--- src/rtl/alu_exec_unit_if.sv ---
// alu_exec_unit_if
// Bundles the instruction handshake and result/strobe bus of the A/B
// accumulator execute unit.
//   master : instruction source (drives iValid, iOpcode, iAddress, iA, iB)
//   slave  : execute unit (drives oReady, oValid, oData, write/read strobes,
//            RAM write enable, RAM address and the two carry flags)
interface alu_exec_unit_if #(
  parameter int DATA_WIDTH = 8,
  parameter int ADDR_WIDTH = 10
);
  logic                  iValid;
  logic                  oReady;
  logic [5:0]            iOpcode;
  logic [ADDR_WIDTH-1:0] iAddress;
  logic [DATA_WIDTH-1:0] iA;
  logic [DATA_WIDTH-1:0] iB;
  logic                  oValid;
  logic [DATA_WIDTH-1:0] oData;
  logic                  oWriteA;
  logic                  oWriteB;
  logic                  oReadA;
  logic                  oReadB;
  logic                  oRamEnableWrite;
  logic [ADDR_WIDTH-1:0] oRamAddress;
  logic                  oCa;
  logic                  oCb;

  modport master (
    output iValid, iOpcode, iAddress, iA, iB,
    input  oReady, oValid, oData, oWriteA, oWriteB, oReadA, oReadB,
           oRamEnableWrite, oRamAddress, oCa, oCb
  );

  modport slave (
    input  iValid, iOpcode, iAddress, iA, iB,
    output oReady, oValid, oData, oWriteA, oWriteB, oReadA, oReadB,
           oRamEnableWrite, oRamAddress, oCa, oCb
  );
endinterface

--- src/rtl/alu_exec_unit.sv ---
// alu_exec_unit
// Registered execute unit for the A/B accumulator processor. Accepts one
// decoded instruction per cycle (iValid && oReady), computes from the current
// A/B values and presents registered write-back, RAM-access and carry flags.
// Multiplies take DATA_WIDTH cycles using a shift-add datapath.
// Ports:
//   Clock : rising-edge clock
//   Reset : synchronous, active-high reset
//   bus   : alu_exec_unit_if slave modport (handshake, operands, results)
module alu_exec_unit #(
  parameter int DATA_WIDTH = 8,
  parameter int ADDR_WIDTH = 10
) (
  input logic           Clock,
  input logic           Reset,
  alu_exec_unit_if.slave bus
);
  localparam int CNT_W  = $clog2(DATA_WIDTH);
  localparam int PROD_W = 2 * DATA_WIDTH;

  localparam logic [5:0] OP_ADDA  = 6'd1,  OP_ADDB  = 6'd2,  OP_ADDCA = 6'd3;
  localparam logic [5:0] OP_ADDCB = 6'd4,  OP_SUBA  = 6'd5,  OP_SUBB  = 6'd6;
  localparam logic [5:0] OP_SUBCA = 6'd7,  OP_SUBCB = 6'd8,  OP_ANDA  = 6'd9;
  localparam logic [5:0] OP_ANDB  = 6'd10, OP_ORA   = 6'd11, OP_ORB   = 6'd12;
  localparam logic [5:0] OP_ASLA  = 6'd13, OP_ASRA  = 6'd14, OP_ASLB  = 6'd15;
  localparam logic [5:0] OP_ASRB  = 6'd16, OP_LDA   = 6'd17, OP_LDB   = 6'd18;
  localparam logic [5:0] OP_STA   = 6'd19, OP_STB   = 6'd20, OP_LDCA  = 6'd21;
  localparam logic [5:0] OP_LDCB  = 6'd22, OP_MULA  = 6'd23, OP_MULB  = 6'd24;

  typedef enum logic {IDLE, MUL} state_t;

  state_t                state, state_next;
  logic [CNT_W-1:0]      count;
  logic [PROD_W-1:0]     mul_mcand, mul_acc, mul_acc_next;
  logic [DATA_WIDTH-1:0] mul_mplier;
  logic                  mul_to_b;

  logic                  valid_q, write_a_q, write_b_q, read_a_q, read_b_q, ram_we_q;
  logic [DATA_WIDTH-1:0] data_q;
  logic [ADDR_WIDTH-1:0] addr_q;
  logic                  ca_q, cb_q;

  logic                  accept, is_mul_op, mul_done;

  // Decoded single-cycle result
  logic [DATA_WIDTH:0]   wide;
  logic [DATA_WIDTH-1:0] res_data;
  logic [ADDR_WIDTH-1:0] res_addr;
  logic                  res_flag, upd_ca, upd_cb;
  logic                  res_wa, res_wb, res_ra, res_rb, res_we;

  assign bus.oReady  = (state == IDLE) && !Reset;
  assign accept      = bus.iValid && bus.oReady;
  assign is_mul_op   = (bus.iOpcode == OP_MULA) || (bus.iOpcode == OP_MULB);
  assign mul_done    = (state == MUL) && (count == CNT_W'(DATA_WIDTH - 1));
  // One partial product per cycle: add the shifted multiplicand when the
  // current multiplier LSB is set.
  assign mul_acc_next = mul_acc + (mul_mplier[0] ? mul_mcand : '0);

  assign bus.oValid          = valid_q;
  assign bus.oData           = data_q;
  assign bus.oWriteA         = write_a_q;
  assign bus.oWriteB         = write_b_q;
  assign bus.oReadA          = read_a_q;
  assign bus.oReadB          = read_b_q;
  assign bus.oRamEnableWrite = ram_we_q;
  assign bus.oRamAddress     = addr_q;
  assign bus.oCa             = ca_q;
  assign bus.oCb             = cb_q;

  always_ff @(posedge Clock) begin
    if (Reset) state <= IDLE;
    else       state <= state_next;
  end

  always_comb begin
    state_next = state;
    case (state)
      IDLE: if (accept && is_mul_op) state_next = MUL;
      MUL:  if (mul_done) state_next = IDLE;
      default: state_next = IDLE;
    endcase
  end

  // Arithmetic runs at DATA_WIDTH+1 bits so the top bit is carry on add and
  // borrow on subtract (a negative result leaves bit DATA_WIDTH set).
  always_comb begin
    wide     = '0;
    res_data = data_q;
    res_addr = addr_q;
    res_flag = 1'b0;
    upd_ca   = 1'b0;
    upd_cb   = 1'b0;
    res_wa   = 1'b0;
    res_wb   = 1'b0;
    res_ra   = 1'b0;
    res_rb   = 1'b0;
    res_we   = 1'b0;
    case (bus.iOpcode)
      OP_ADDA, OP_ADDB: wide = {1'b0, bus.iA} + {1'b0, bus.iB};
      OP_ADDCA: wide = {1'b0, bus.iA} + {1'b0, bus.iB} + {{DATA_WIDTH{1'b0}}, ca_q};
      OP_ADDCB: wide = {1'b0, bus.iB} + {1'b0, bus.iA} + {{DATA_WIDTH{1'b0}}, cb_q};
      OP_SUBA:  wide = {1'b0, bus.iA} - {1'b0, bus.iB};
      OP_SUBB:  wide = {1'b0, bus.iB} - {1'b0, bus.iA};
      OP_SUBCA: wide = {1'b0, bus.iA} - {1'b0, bus.iB} - {{DATA_WIDTH{1'b0}}, ca_q};
      OP_SUBCB: wide = {1'b0, bus.iB} - {1'b0, bus.iA} - {{DATA_WIDTH{1'b0}}, cb_q};
      default:  wide = '0;
    endcase
    case (bus.iOpcode)
      OP_ADDA, OP_ADDCA, OP_SUBA, OP_SUBCA: begin
        res_data = wide[DATA_WIDTH-1:0];
        res_flag = wide[DATA_WIDTH];
        upd_ca   = 1'b1;
        res_wa   = 1'b1;
      end
      OP_ADDB, OP_ADDCB, OP_SUBB, OP_SUBCB: begin
        res_data = wide[DATA_WIDTH-1:0];
        res_flag = wide[DATA_WIDTH];
        upd_cb   = 1'b1;
        res_wb   = 1'b1;
      end
      OP_ANDA: begin res_data = bus.iA & bus.iB; res_wa = 1'b1; end
      OP_ANDB: begin res_data = bus.iA & bus.iB; res_wb = 1'b1; end
      OP_ORA:  begin res_data = bus.iA | bus.iB; res_wa = 1'b1; end
      OP_ORB:  begin res_data = bus.iA | bus.iB; res_wb = 1'b1; end
      OP_ASLA: begin
        res_data = {bus.iA[DATA_WIDTH-2:0], 1'b0};
        res_flag = bus.iA[DATA_WIDTH-1];
        upd_ca   = 1'b1;
        res_wa   = 1'b1;
      end
      OP_ASRA: begin
        res_data = {bus.iA[DATA_WIDTH-1], bus.iA[DATA_WIDTH-1:1]};
        res_flag = bus.iA[0];
        upd_ca   = 1'b1;
        res_wa   = 1'b1;
      end
      OP_ASLB: begin
        res_data = {bus.iB[DATA_WIDTH-2:0], 1'b0};
        res_flag = bus.iB[DATA_WIDTH-1];
        upd_cb   = 1'b1;
        res_wb   = 1'b1;
      end
      OP_ASRB: begin
        res_data = {bus.iB[DATA_WIDTH-1], bus.iB[DATA_WIDTH-1:1]};
        res_flag = bus.iB[0];
        upd_cb   = 1'b1;
        res_wb   = 1'b1;
      end
      OP_LDA:  begin res_addr = bus.iAddress; res_ra = 1'b1; end
      OP_LDB:  begin res_addr = bus.iAddress; res_rb = 1'b1; end
      OP_STA:  begin res_addr = bus.iAddress; res_data = bus.iA; res_we = 1'b1; end
      OP_STB:  begin res_addr = bus.iAddress; res_data = bus.iB; res_we = 1'b1; end
      OP_LDCA: begin res_data = bus.iAddress[DATA_WIDTH-1:0]; res_wa = 1'b1; end
      OP_LDCB: begin res_data = bus.iAddress[DATA_WIDTH-1:0]; res_wb = 1'b1; end
      default: ;
    endcase
  end

  // Output registers and multiply datapath. Strobes and oValid are pulses:
  // cleared every cycle unless a result is produced. A multiply latches its
  // operands at acceptance so later iA/iB changes do not disturb it.
  always_ff @(posedge Clock) begin
    if (Reset) begin
      valid_q    <= 1'b0;
      write_a_q  <= 1'b0;
      write_b_q  <= 1'b0;
      read_a_q   <= 1'b0;
      read_b_q   <= 1'b0;
      ram_we_q   <= 1'b0;
      data_q     <= '0;
      addr_q     <= '0;
      ca_q       <= 1'b0;
      cb_q       <= 1'b0;
      count      <= '0;
      mul_mcand  <= '0;
      mul_mplier <= '0;
      mul_acc    <= '0;
      mul_to_b   <= 1'b0;
    end else begin
      valid_q   <= 1'b0;
      write_a_q <= 1'b0;
      write_b_q <= 1'b0;
      read_a_q  <= 1'b0;
      read_b_q  <= 1'b0;
      ram_we_q  <= 1'b0;
      if (accept) begin
        if (is_mul_op) begin
          mul_mcand  <= {{DATA_WIDTH{1'b0}}, bus.iA};
          mul_mplier <= bus.iB;
          mul_acc    <= '0;
          count      <= '0;
          mul_to_b   <= (bus.iOpcode == OP_MULB);
        end else begin
          valid_q   <= 1'b1;
          data_q    <= res_data;
          addr_q    <= res_addr;
          write_a_q <= res_wa;
          write_b_q <= res_wb;
          read_a_q  <= res_ra;
          read_b_q  <= res_rb;
          ram_we_q  <= res_we;
          if (upd_ca) ca_q <= res_flag;
          if (upd_cb) cb_q <= res_flag;
        end
      end else if (state == MUL) begin
        mul_acc    <= mul_acc_next;
        mul_mcand  <= mul_mcand << 1;
        mul_mplier <= mul_mplier >> 1;
        count      <= count + CNT_W'(1);
        if (mul_done) begin
          count   <= '0;
          valid_q <= 1'b1;
          data_q  <= mul_acc_next[DATA_WIDTH-1:0];
          if (mul_to_b) begin
            write_b_q <= 1'b1;
            cb_q      <= |mul_acc_next[PROD_W-1:DATA_WIDTH];
          end else begin
            write_a_q <= 1'b1;
            ca_q      <= |mul_acc_next[PROD_W-1:DATA_WIDTH];
          end
        end
      end
    end
  end
endmodule

--- src/flat_wrapper.sv ---
// flat-port wrapper written by rule: the top's interface ports become plain ports
module alu_exec_unit_flat 
#(
  parameter int DATA_WIDTH = 8,
  parameter int ADDR_WIDTH = 10
)
  (Clock, Reset, bus_iValid, bus_iOpcode, bus_iAddress, bus_iA, bus_iB, bus_oReady, bus_oValid, bus_oData, bus_oWriteA, bus_oWriteB, bus_oReadA, bus_oReadB, bus_oRamEnableWrite, bus_oRamAddress, bus_oCa, bus_oCb);
  alu_exec_unit_if #(.DATA_WIDTH(DATA_WIDTH), .ADDR_WIDTH(ADDR_WIDTH)) bus_i ();
  input logic Clock;
  input logic Reset;
  input wire logic [$bits(bus_i.iValid)-1:0] bus_iValid;
  input wire logic [$bits(bus_i.iOpcode)-1:0] bus_iOpcode;
  input wire logic [$bits(bus_i.iAddress)-1:0] bus_iAddress;
  input wire logic [$bits(bus_i.iA)-1:0] bus_iA;
  input wire logic [$bits(bus_i.iB)-1:0] bus_iB;
  output wire logic [$bits(bus_i.oReady)-1:0] bus_oReady;
  output wire logic [$bits(bus_i.oValid)-1:0] bus_oValid;
  output wire logic [$bits(bus_i.oData)-1:0] bus_oData;
  output wire logic [$bits(bus_i.oWriteA)-1:0] bus_oWriteA;
  output wire logic [$bits(bus_i.oWriteB)-1:0] bus_oWriteB;
  output wire logic [$bits(bus_i.oReadA)-1:0] bus_oReadA;
  output wire logic [$bits(bus_i.oReadB)-1:0] bus_oReadB;
  output wire logic [$bits(bus_i.oRamEnableWrite)-1:0] bus_oRamEnableWrite;
  output wire logic [$bits(bus_i.oRamAddress)-1:0] bus_oRamAddress;
  output wire logic [$bits(bus_i.oCa)-1:0] bus_oCa;
  output wire logic [$bits(bus_i.oCb)-1:0] bus_oCb;
  assign bus_i.iValid = bus_iValid;
  assign bus_i.iOpcode = bus_iOpcode;
  assign bus_i.iAddress = bus_iAddress;
  assign bus_i.iA = bus_iA;
  assign bus_i.iB = bus_iB;
  assign bus_oReady = bus_i.oReady;
  assign bus_oValid = bus_i.oValid;
  assign bus_oData = bus_i.oData;
  assign bus_oWriteA = bus_i.oWriteA;
  assign bus_oWriteB = bus_i.oWriteB;
  assign bus_oReadA = bus_i.oReadA;
  assign bus_oReadB = bus_i.oReadB;
  assign bus_oRamEnableWrite = bus_i.oRamEnableWrite;
  assign bus_oRamAddress = bus_i.oRamAddress;
  assign bus_oCa = bus_i.oCa;
  assign bus_oCb = bus_i.oCb;
  alu_exec_unit #(.DATA_WIDTH(DATA_WIDTH), .ADDR_WIDTH(ADDR_WIDTH)) u_core (.Clock(Clock), .Reset(Reset), .bus(bus_i));
endmodule
--- config.mk ---
export PLATFORM = sky130hd
export DESIGN_NAME = alu_exec_unit_flat
export DESIGN_NICKNAME = d
export VERILOG_FILES = /design/src/rtl/alu_exec_unit_if.sv /design/src/rtl/alu_exec_unit.sv /design/src/flat_wrapper.sv
export SDC_FILE = /design/constraint.sdc
export NUM_CORES = 1
export LEC_CHECK = 0
export ABC_AREA = 0
export ABC_CLOCK_PERIOD_IN_PS = 4440
export BUFFER_PORTS_ARGS = -buffer_cell sky130_fd_sc_hd__clkbuf_2
export CORE_ASPECT_RATIO = 0.8
export CORE_UTILIZATION = 49
export DETAILED_ROUTE_END_ITERATION = 7
export PLACE_DENSITY = 0.66
export SYNTH_ARGS = -nofsm -noshare
export SYNTH_HDL_FRONTEND = slang
export SYNTH_SLANG_ARGS = --single-unit
--- constraint.sdc ---
create_clock -name Clock -period 4.44 [get_ports Clock]
set_clock_uncertainty 0.2 [all_clocks]
set_input_delay 0.444 -clock Clock [delete_from_list [all_inputs] [get_ports Clock]]
set_output_delay 0.444 -clock Clock [all_outputs]
set_load 0.01 [all_outputs]
Yosys cells after proc, flatten, opt, wreduce, memory -nomap -nowiden
Cells that the tools add are included.

storage, ports and cells
  RAM bits = 0
  input bits = 35
  memories kept = 0
  ROM bits = 0
  logic and storage cells = 146
  register bits after elaboration = 71
  output and inout port bits = 27
  bits in latches = 0

cells by class
  multiply operators = 0
  divide/modulo/power cells = 0
  add/subtract/negate cells = 9
  muxes and demuxes = 57
  reductions and logical operators = 28
  equality and inequality tests = 31
  order comparisons = 0
  shifts and indexed selects = 0
  bitwise gates (word level) = 5

operators with widths
  kind                  number
  $mux 16               7
  $pmux 8 s10           1
  $pmux 9 s7            1
  $mux 8                7
  $eq 6x5->1 const B    9
  $eq 6x4->1 const B    8
  $mux 1                35
  $eq 6x3->1 const B    4
  $add 9x1->9           2
  $reduce_or 9->1       2
  $sub 8x8->9           2
  $sub 9x1->9           2
  $add 16x16->16        1
  $reduce_or 8->1       2
  $eq 6x2->1 const B    2
  $mux 3                4
  $reduce_or 6->1       2
  $ne 11x11->1 const B  1
  $ne 2x2->1 const B    5
  $reduce_and 5->1      2
  $reduce_or 2->1       5
  $add 8x8->9           1
  $and 8x8->8           1
  $or 8x8->8            1
  other kinds (15)      23

Logic depth before layout (Yosys ltp)
Gate-level depths: netlist (run 1).

  depth in word-level cells = 7
  depth in mapped cells = 16
  mapped depth without buffers = 14

Worst setup path before layout (run 1)
Ideal clock, no wire load.

  path type = input to register
  start point = in bus_iOpcode[5]
  end point = reg u_core.data_q[6] (netlist: u_core.bus.oData[6])
  slack = 980 ps
  arrival = 3128 ps
  stages = 16
  buffers on the path = 2
  library setup time = 132 ps
  data required time = 4108 ps
  path through = buf_4 or2_2 clkbuf_1 nor2_1 nand2_1 mux2_2 ha_1 ha_1 o211ai_1 nor4b_1 nand2_1 xnor2_1 a2111oi_2 o211ai_1 o211ai_1 a21oi_1

between the ends
  word-level cells in the longest chain between the ends = 6
  elaborated cells on any way between the ends = 35
  classes of those cells = eq/ne (24); mux (4); reduce/logical (7)

ends and longest elaborated chain
  element                                   RTL line                                   RTL
  from (decl)                               flat_wrapper.sv:12                         input wire logic [$bits(bus_i.iOpcode)-1:0] bus_iOpcode;
  $eq 6x1->1 or $eq 6x2->1 (tied branches)  alu_exec_unit.sv:99, alu_exec_unit.sv:109
  $reduce_or 2->1                           alu_exec_unit.sv:99                        case (bus.iOpcode)
  $pmux 9 s7                                alu_exec_unit.sv:99
  $pmux 8 s10                               alu_exec_unit.sv:109                       case (bus.iOpcode)
  $mux 8                                    alu_exec_unit.sv:188                       if (is_mul_op) begin
  $mux 8                                    alu_exec_unit.sv:187                       if (accept) begin
  to (signal assigned)                      alu_exec_unit.sv:196                       data_q <= res_data;
  to (signal assigned)                      alu_exec_unit.sv:214                       data_q <= mul_acc_next[DATA_WIDTH-1:0];
  to (decl)                                 alu_exec_unit.sv:39                        logic [DATA_WIDTH-1:0] data_q;

Parallel ways exist; a longest one is shown, timed or not. The select of a mux whose other input is x is not followed.
A chain may end at the register's enable or synchronous reset.

Worst setup path in the final report (run 1)
  start point = reg u_core.mul_mplier[0]
  end point = reg u_core.cb_q (netlist: u_core.bus.oCb)

between the ends
  word-level cells in the longest chain between the ends = 7

ends and longest elaborated chain
  element                 RTL line              RTL
  from (decl)             alu_exec_unit.sv:35   logic [DATA_WIDTH-1:0] mul_mplier;
  from (signal assigned)  alu_exec_unit.sv:190  mul_mplier <= bus.iB;
  from (signal assigned)  alu_exec_unit.sv:209  mul_mplier <= mul_mplier >> 1;
  $mux 16                 alu_exec_unit.sv:58   assign mul_acc_next = mul_acc + (mul_mplier[0] ? mul_mcand : '0);
  $add 16x16->16          alu_exec_unit.sv:58
  $reduce_or 8->1         alu_exec_unit.sv:217  cb_q <= |mul_acc_next[PROD_W-1:DATA_WIDTH];
  $mux 1                  alu_exec_unit.sv:215  if (mul_to_b) begin
  $mux 1                  alu_exec_unit.sv:211  if (mul_done) begin
  $mux 1                  alu_exec_unit.sv:206  end else if (state == MUL) begin
  $mux 1                  alu_exec_unit.sv:187
  to (signal assigned)    alu_exec_unit.sv:204  if (upd_cb) cb_q <= res_flag;
  to (signal assigned)    alu_exec_unit.sv:217
  to (decl)               alu_exec_unit.sv:41   logic ca_q, cb_q;

Every way passes these cells. The select of a mux whose other input is x is not followed.

==> results of run 1 <==
## stage by stage
stage | hold WS, ns | instances | total power (µW)
after CTS | 0.132 | 1095 | 1950
after detailed placement | 0.253 | 1079 | 1110
final | 0.138 | 1095 | 1950
after floorplan | 0.232 | 886 | 977
after global placement | 0.242 | 1079 | 1110
after global routing | 0.144 | 1095 | 2030
## power by group
group / internal (µW) / total, µW / switching (µW)
Sequential: 644 / 649 / 4.45
Combinational: 158 / 465 / 307
Clock: 553 / 840 / 287
## layout make-up
| cell class | count | area share |
|---|---|---|
| Multi-Input combinational cell | 730 | 0.660 |
| Sequential cell | 71 | 0.193 |
| Timing Repair Buffer | 75 | 0.0558 |
| Clock buffer | 10 | 0.0312 |
| Tap cell | 175 | 0.0298 |
| Clock inverter | 6 | 0.0158 |
| Inverter | 28 | 0.0143 |
## logic make-up (layout without fill, tap and decap cells)
kind of cell               count (synthesis)  count (layout)  synth area share
xor gates and xnor gates                  44              44            0.0580
AOI/OAI and AO/OA                        254             254             0.270
muxes                                     21              21            0.0322
DFF                                       71              71             0.214
adders and majority gates                 59              59             0.116
buffers and inverters                     85             119            0.0561
and+or+nand+nor                          352             352             0.254
## synth_stat cells, drive strengths merged, types with 5 or more instances
master	number	area share
a31oi	7	0.0085
dfxtp	71	0.21
xor2	14	0.018
clkbuf	31	0.018
a21oi	64	0.049
a211oi	11	0.016
a221oi	10	0.013
nand2b	19	0.018
nand2	84	0.048
buf	26	0.023
nand3	18	0.014
and3	12	0.011
o22ai	10	0.0094
a21o	8	0.0090
ha	55	0.10
o21ai	38	0.029
o21a	6	0.0068
nor4b	6	0.0089
nor2b	12	0.011
o31ai	5	0.0064
nor2	134	0.076
o211ai	12	0.014
xnor2	30	0.040
nand3b	6	0.0068
inv	26	0.015
a22oi	21	0.024
nand4	6	0.0057
a311oi	19	0.026
nor3	12	0.011
and2	24	0.023
nor4	6	0.0066
mux2i	18	0.027
o21bai	6	0.0068
## worst min path at each step
stage / slack, ns / end / from
floorplan: 0.23 / u_core.mul_mplier[7] / u_core.mul_mplier[7]
global placement: 0.24 / u_core.mul_mplier[7] / u_core.mul_mplier[7]
detailed placement: 0.25 / u_core.mul_mplier[7] / u_core.mul_mplier[7]
CTS: 0.13 / u_core.bus.oRamAddress[9] / bus_iAddress[9]
global route: 0.14 / u_core.bus.oRamAddress[8] / bus_iAddress[8]
finish: 0.14 / u_core.bus.oRamAddress[8] / bus_iAddress[8]
## metal layers
layer | vias up | wire length, µm | global-route usage
met5 | - | 0 | 0
met4 | 0 | 446 | 0.0847
met3 | 42 | 1980 | 0.0777
met2 | 320 | 9780 | 0.507
met1 | 3287 | 10800 | 0.465
li1 | 3261 | - | -
## flip-flops by register name, summed over array words and instances (netlist names), 3 cells and up
name                    count
u_core.bus.oData            8
u_core.bus.oRamAddress     10
u_core.count                3
u_core.mul_acc             16
u_core.mul_mcand           16
u_core.mul_mplier           8
## cell usage in the layout, fill, tap and decap left out, drive strengths merged, types with 4 or more instances in the layout
cell / synthesis / final
o21bai: 6 / 6
a21oi: 64 / 64
mux2i: 18 / 18
dfxtp: 71 / 71
nand3b: 6 / 6
fa: 4 / 4
and2: 24 / 24
a211oi: 11 / 11
o21a: 6 / 6
buf: 26 / 14
o22ai: 10 / 10
o21ai: 38 / 38
nor3: 12 / 12
nand3: 18 / 18
a21o: 8 / 8
a221oi: 10 / 10
inv: 26 / 27
nand4: 6 / 6
o211ai: 12 / 12
a2111oi: 4 / 4
ha: 55 / 55
xor2: 14 / 14
nor4b: 6 / 6
and3: 12 / 12
xnor2: 30 / 30
nand2b: 19 / 19
o31ai: 5 / 5
a31oi: 7 / 7
clkinv: 2 / 4
nor2: 134 / 134
clkbuf: 31 / 71
a311oi: 19 / 19
nor2b: 12 / 12
nor4: 6 / 6
nand2: 84 / 84
o221ai: 4 / 4
a22oi: 21 / 21
## worst max-delay path: stages (launching register included)
cell and delay (ns):
dfxtp_1 0.47, and2_1 0.23, ha_1 0.28, fa_1 0.46
a21o_1 0.22, nand4_1 0.14, a21oi_1 0.16, o41a_1 0.42
mux2i_1 0.17, nor4_1 0.31, or4b_1 0.54, o211ai_2 0.12
o31ai_1 0.10
==> results_dict.tcl, run 1 <==
set metrics [dict create \
    status "finished clean" \
    hold_buffers 0 \
    startpoint_type "register" \
    multi_input_area_um2 4850 \
    end_kind "register" \
    fin_util 0.563 \
    timing.fmax_mhz 254 \
    synth_edf_count 0 \
    grt_pass1_wl_um 35900 \
    leakagePower_uw 0.00309 \
    finalNetCount 1009 \
    path_clk_slew_ns 0.06 \
    vias 6910 \
    yosys_warnings 0 \
    fin_setup_tns_ns 0 \
    crit_start "u_core.mul_mplier[0]" \
    drive_above_1_share 0.125 \
    remaining_drc_errors 0 \
    place_area_um2 7000 \
    critPathKind "register to register" \
    synth_cell_types 83 \
    p_per_area_nw_per_um2 266 \
    postCtsSetupBuffers 0 \
    required_ns 4.45 \
    cts_tree "yes" \
    syn_nets 980 \
    dp_hpwl_um 17900 \
    io_pins 62 \
    syn_inst 886 \
    relSlewSlack 0.176 \
    ys_seq_area_frac 0.214 \
    timing.final.hold_violations 0 \
    vias_per_cell 6.31 \
    grt_pass1_vias 6361 \
    reg2reg_from "u_core.mul_mplier[0]" \
    drv_cap 0 \
    cts.repair.resized 0 \
    ctsLongestPathBuffers 2 \
    min_path_cells 3 \
    finalSetupViolCount 0 \
    wl_um 23000 \
    rr_worst_depth 12 \
    worst_slack_ns 0.500 \
    final-max-slew-violation-count 0 \
    layout_min_cycle_time_ns 3.94 \
    grt_use_total 0.332 \
    regArea_um2 1420 \
    wl_per_cell_um 21.0 \
    n_antenna_cell 0 \
    yosys_most_used_dff "dfxtp_1" \
    crit_path_max_fanout 17 \
    grt_start_max_net_pins 70 \
    fin_crit_sh 0.887 \
    synth_area_um2 6640 \
    drt-initial-drc-count 740 \
    cp.arrival_ns 3.95 \
    finalInstanceArea_um2 7350 \
    clk_latency_ns 0.33 \
    antenna_found_initial 0 \
    core_um2 13100 \
    clock_sinks 71 \
    htree_num_levels 3 \
    fp.dieW_um 132 \
    start_util 0.509 \
    worstMarginPinSlew_ns 1.23 \
    rows 37 \
    die_y_um 106 \
    reg2reg_to "u_core.bus.oCb" \
    ys_ff_latch 71 \
    portBuffers 61 \
    syn_area_per_cell_um2 7.50 \
    crit_path_end "u_core.bus.oCb" \
    area_growth_pct 10.6 \
    pre_cts_ws_ns 0.407 \
    vdd_drop_max_uv 172 \
    r2r_setup_slack_ns 0.50 \
    numCtsBuffers 9 \
    async_flop_share 0 \
    place_congestion 0.992 \
    cts_root_buf "clkbuf_16" \
    rsz0062_at_grt "no" \
    hp-class "input port to register" \
    overflow 0 \
    die-area_um2 14000 \
    ant_nets 0 \
    fill_cells 1271 \
    dr.pass1.iters 5 \
]
Power figures use the tool's default switching activity.
==> inputs of run 2 (changes only) <==
- CTS_CLUSTER_SIZE: default -> 12
- GPL_TIMING_DRIVEN: default -> 0
==> run 2 against run 1 <==
Effect of this change: design area increased by 1.3%; utilization increased by 0.73 points; sequential share of layout area decreased by 0.25 points; final cell count increased by 3.6%; flip-flop and latch count unchanged; total power decreased by 5.0%; combinational power increased by 3%; via count increased by 0.52%; fmax decreased by 3.7%; sequential power about the same; worst setup slack got worse by 0.15 ns; first-iteration DRC count increased by 6.5%; critical path type unchanged; largest cell class unchanged; highest routed layer unchanged.
==> results_dict.tcl, run 2 (synthesis gave the netlist of run 1 again) <==
set metrics [dict create \
    status "finished clean" \
    fp.dieW_um 132 \
    die_y_um 106 \
    die-area_um2 14000 \
    relSlewSlack 0.363 \
    slowest_stage "or4b_1" \
    overflow 0 \
    end_kind "register" \
    grt_pass1_vias 6323 \
    grt_use_total 0.332 \
    critPathKind "register to register" \
    layout_common_cells "134 x nor2_1, 83 x nand2_1, 71 x dfxtp_1" \
    io_pins 62 \
    area_growth_pct 12.1 \
    pre_cts_ws_ns 0.224 \
    fin_setup_tns_ns 0 \
    layout_commonest_cell "nor2_1" \
    dr.pass1.iters 5 \
    n_antenna_cell 0 \
    fill_cells 1313 \
    htree_num_levels 3 \
    wl_per_cell_um 19.8 \
    vias 6946 \
    wl_um 22500 \
    ctsLongestPathBuffers 2 \
    cp.arrival_ns 4.11 \
    numCtsBuffers 9 \
    start_util 0.509 \
    place_inst 1118 \
    worstMarginPinSlew_ns 0.948 \
    path_cells "clkbuf_1 > and2_1 > ha_1 > fa_1 > a21o_1 > nand4_1 > a21oi_1 > o41a_1 > mux2i_1 > nor4_1 > or4b_1 > o211ai_2 > o31ai_1" \
    ant_nets 0 \
    startpoint_type "register" \
    worst_slack_ns 0.348 \
    clk_latency_ns 0.35 \
    vdd_drop_max_uv 192 \
    fin_crit_sh 0.922 \
    layout_min_cycle_time_ns 4.09 \
    crit_path_max_fanout 10 \
    r2r_setup_slack_ns 0.35 \
    vias_per_cell 6.13 \
    drt-initial-drc-count 788 \
    hp-class "input port to register" \
    timing.final.hold_violations 0 \
    grt_start_max_net_pins 14 \
    drv_cap 0 \
    p_per_area_nw_per_um2 249 \
    cts.repair.resized 0 \
    finalSetupViolCount 0 \
    clock_sinks 71 \
    min-delay-start "bus_iAddress[9]" \
    grt_pass1_wl_um 35800 \
    dp_hpwl_um 17600 \
    finalNetCount 1048 \
    final-max-slew-violation-count 0 \
    reg2reg_to "u_core.bus.oCb" \
    place_congestion 0.992 \
    drive_above_1_share 0.124 \
    core_um2 13100 \
    hold_buffers 0 \
    remaining_drc_errors 0 \
    hold_path_end "u_core.bus.oRamAddress[9]" \
    postCtsSetupBuffers 0 \
    rsz0062_at_grt "no" \
    required_ns 4.46 \
    critPathMaxStageDelay_ns 0.54 \
    rr_worst_depth 13 \
    antenna_found_initial 0 \
    cts_root_buf "clkbuf_16" \
    fin_util 0.570 \
    rows 37 \
    reg2reg_from "u_core.mul_mplier[0]" \
    timing.fmax_mhz 244 \
    min_path_cells 3 \
    portBuffers 57 \
    path_clk_slew_ns 0.06 \
    cts_tree "yes" \
    fin_cells 1134 \
    leakagePower_uw 0.00313 \
]
## run 2: cell types whose count changed in the layout (fill, tap and decap cells not counted)
| cell | previous run | this run |
|---|---|---|
| clkbuf_1 | 1 | 31 |
| buf_6 | 0 | 3 |
| buf_4 | 14 | 3 |
| buf_2 | 0 | 15 |
| buf_1 | 0 | 5 |
| bufinv_16 | 3 | 1 |
| clkinv_2 | 0 | 1 |
| clkinvlp_4 | 0 | 1 |
| clkbuf_2 | 61 | 58 |
## run 2: metal layers
layer  track usage  part of all wire  vias to the layer above
li1              -                 -                     3349
met1         0.502              0.49                     3233
met2         0.457              0.39                      330
met3        0.0935              0.11                       34
met4        0.0648             0.013                        0
met5             0                 0                        -
## run 2: layout make-up
cell class	count	area, µm²	share of cell area
multi-input cells	730	4850	0.651
plain buffers	57	268	0.0360
well taps	175	219	0.0294
clock inverters	6	68.8	0.00925
clock buffers	10	229	0.0308
flip-flops and latches	71	1420	0.191
inverters	28	105	0.0141
repair buffers	57	285	0.0383
## run 2: worst max path at each step
stage / to / start / cells past startpoint
after global routing: u_core.bus.oCb / u_core.mul_mplier[0] / 13
after CTS: u_core.bus.oCb / u_core.mul_mplier[0] / 13
after floorplan: u_core.bus.oData[6] / bus_iOpcode[5] / 16
final: u_core.bus.oCb / u_core.mul_mplier[0] / 13
after detailed placement: u_core.bus.oData[6] / bus_iOpcode[5] / 16
after global placement: u_core.bus.oData[6] / bus_iOpcode[5] / 16
## run 2: stage by stage
stage | area, µm² | total power (µW) | hold WS (ns)
after floorplan | 6640 | 977 | 0.232
after global placement | 7150 | 1120 | 0.245
after detailed placement | 7150 | 1120 | 0.247
after CTS | 7440 | 1850 | 0.134
after global routing | 7440 | 1940 | 0.169
final | 7440 | 1860 | 0.137
## run 2: report_power, final
part | total (µW) | internal [µW] | switching, µW
combinational | 477 | 164 | 313
sequential | 649 | 644 | 4.31
clock | 730 | 438 | 292
## run 2: critical path, delay by kind of cell, from the launching register on
kind                     cells  cell delay [ns]
buffers and inverters        1             0.26
adder cells (fa/ha/maj)      2             0.73
AND/OR/NAND/NOR              4             1.24
multiplexers                 1             0.17
flip-flops                   1             0.38
AO/OA/AOI/OAI                5             0.98
==> inputs of run 3 (changes only) <==
- ABC_CLOCK_PERIOD_IN_PS: 4440 -> 4260
- clock period: 4.44 -> 4.26 ns (I/O delays scaled with it)
==> run 3 against run 2 <==
Effect of this change: first-iteration DRC count unchanged; critical path depth increased by 3; clock-buffer cell count unchanged; hold slack got worse by 0.019 ns; final cell count unchanged; design area about the same; routed wire length decreased by 0.23%; global-route usage unchanged; worst setup slack got worse by 0.15 ns; utilization about the same; non-clock buffer count unchanged; critical path type is now input port to register; largest power group unchanged; highest routed layer unchanged.
==> results_dict.tcl, run 3 (synthesis gave the netlist of run 1 again) <==
set metrics [dict create \
    rows 37 \
    path_cells "buf_4 > or2_2 > clkbuf_1 > nor2_1 > nand2_1 > mux2_2 > ha_1 > ha_1 > o211ai_1 > nor4b_1 > nand2_1 > xnor2_1 > a2111oi_2 > o211ai_1 > o211ai_1 > a21oi_1" \
    critPathMaxStageDelay_ns 0.53 \
    antenna_found_initial 0 \
    start_util 0.509 \
    timing.fmax_mhz 246 \
    drt-initial-drc-count 788 \
    fp.dieW_um 132 \
    layout_common_cells "134 x nor2_1, 83 x nand2_1, 71 x dfxtp_1" \
    fin_util 0.570 \
    cp.arrival_ns 4.05 \
    dp_hpwl_um 17600 \
    grt_pass1_wl_um 35800 \
    place_congestion 0.992 \
    required_ns 4.25 \
    cts_tree "yes" \
    crit_path_end "u_core.bus.oData[6]" \
    numCtsBuffers 9 \
    vdd_drop_max_uv 200 \
    wl_per_cell_um 19.8 \
    worstMarginPinSlew_ns 0.979 \
    portBuffers 57 \
    p_per_area_nw_per_um2 260 \
    place_inst 1118 \
    layout_commonest_cell "nor2_1" \
    place_area_um2 7150 \
    io_pins 62 \
    die_y_um 106 \
    end_kind "register" \
    finalInstanceArea_um2 7440 \
    hp-class "input port to register" \
    die-area_um2 14000 \
    critPathKind "input port to register" \
    path_clk_slew_ns 0.06 \
    core_um2 13100 \
    final-max-slew-violation-count 0 \
    area_growth_pct 12.1 \
    hold_buffers 0 \
    overflow 0 \
    n_antenna_cell 0 \
    startpoint_type "input port" \
    relSlewSlack 0.342 \
    r2r_setup_slack_ns 0.24 \
    rr_worst_depth 13 \
    slowest_stage "nor2_1" \
    min_path_cells 3 \
    grt_start_max_net_pins 14 \
    min-delay-start "bus_iAddress[9]" \
    wl_um 22400 \
    htree_num_levels 3 \
    reg2reg_from "u_core.mul_mplier[0]" \
    timing.final.hold_violations 0 \
    rsz0062_at_grt "no" \
    crit_start "bus_iOpcode[5]" \
    finalNetCount 1048 \
    fin_crit_sh 0.953 \
    ctsLongestPathBuffers 2 \
    drive_above_1_share 0.125 \
    clk_latency_ns 0.35 \
    postCtsSetupBuffers 0 \
    drv_cap 0 \
    crit_path_max_fanout 9 \
    cts_root_buf "clkbuf_16" \
    remaining_drc_errors 0 \
    dr.pass1.iters 5 \
    clock_sinks 71 \
    reg2reg_to "u_core.bus.oCb" \
    fin_cells 1134 \
    leakagePower_uw 0.00313 \
    vias_per_cell 6.11 \
    finalSetupViolCount 0 \
    ant_nets 0 \
    layout_min_cycle_time_ns 4.06 \
    grt_pass1_vias 6323 \
    fin_setup_tns_ns 0 \
    grt_use_total 0.332 \
    vias 6928 \
    timing.critical_path.mode_cell "o211ai_1" \
    status "finished clean" \
]
run 3: changes by cell type in the layout (fill, tap and decap cells not counted):
cell | before | now
clkbuf_1 | 31 | 30
clkbuf_2 | 58 | 59
run 3: per-layer routing:
layer	wire [µm]	track usage
met1	11000	0.502
met2	8730	0.457
met3	2440	0.0935
met4	235	0.0648
met5	0	0
run 3: layout make-up:
type                    count  area, µm²
plain buffers              57        269
repair buffers             57        285
clock inverters             6       68.8
fillers                  1312       5610
inverters                  28        105
multi-input cells         730       4850
well taps                 175        219
flip-flops and latches     71       1420
clock buffers              10        229
run 3: repair_timing:
item | in CTS | in global routing
setup endpoints to repair | 0 | 2
endpoints found under the hold margin | 0 | 0
gates resized for setup | 0 | 2
run 3: worst min path at each step:
stage | to
after floorplan | u_core.mul_mplier[7]
after global placement | u_core.mul_mplier[7]
after detailed placement | u_core.mul_mplier[7]
after CTS | u_core.bus.oRamAddress[9]
after global routing | u_core.bus.oRamAddress[9]
final | u_core.bus.oRamAddress[9]
run 3: power breakdown:
group	internal [µW]	total, µW	switching (µW)
sequential	672	676	4.49
combinational	171	497	326
clock	456	761	305
run 3: metrics by stage:
stage	total power, µW	hold slack, ns	setup WS, ns
4_1_cts	1930	0.116	0.219
2_1_floorplan	1020	0.232	0.818
6_report	1930	0.119	0.202
3_3_place_gp	1170	0.245	0.0345
5_1_grt	2020	0.151	0.0482
3_5_place_dp	1170	0.247	0.0623
run 3: critical path: cells and delay by family:
kind	cells	cell delay [ns]
and+or+nand+nor	5	1.42
xor gates and xnor gates	1	0.18
AOI/OAI and AO/OA	5	1.03
adders and majority gates	2	0.38
buffers and inverters	2	0.33
muxes	1	0.27
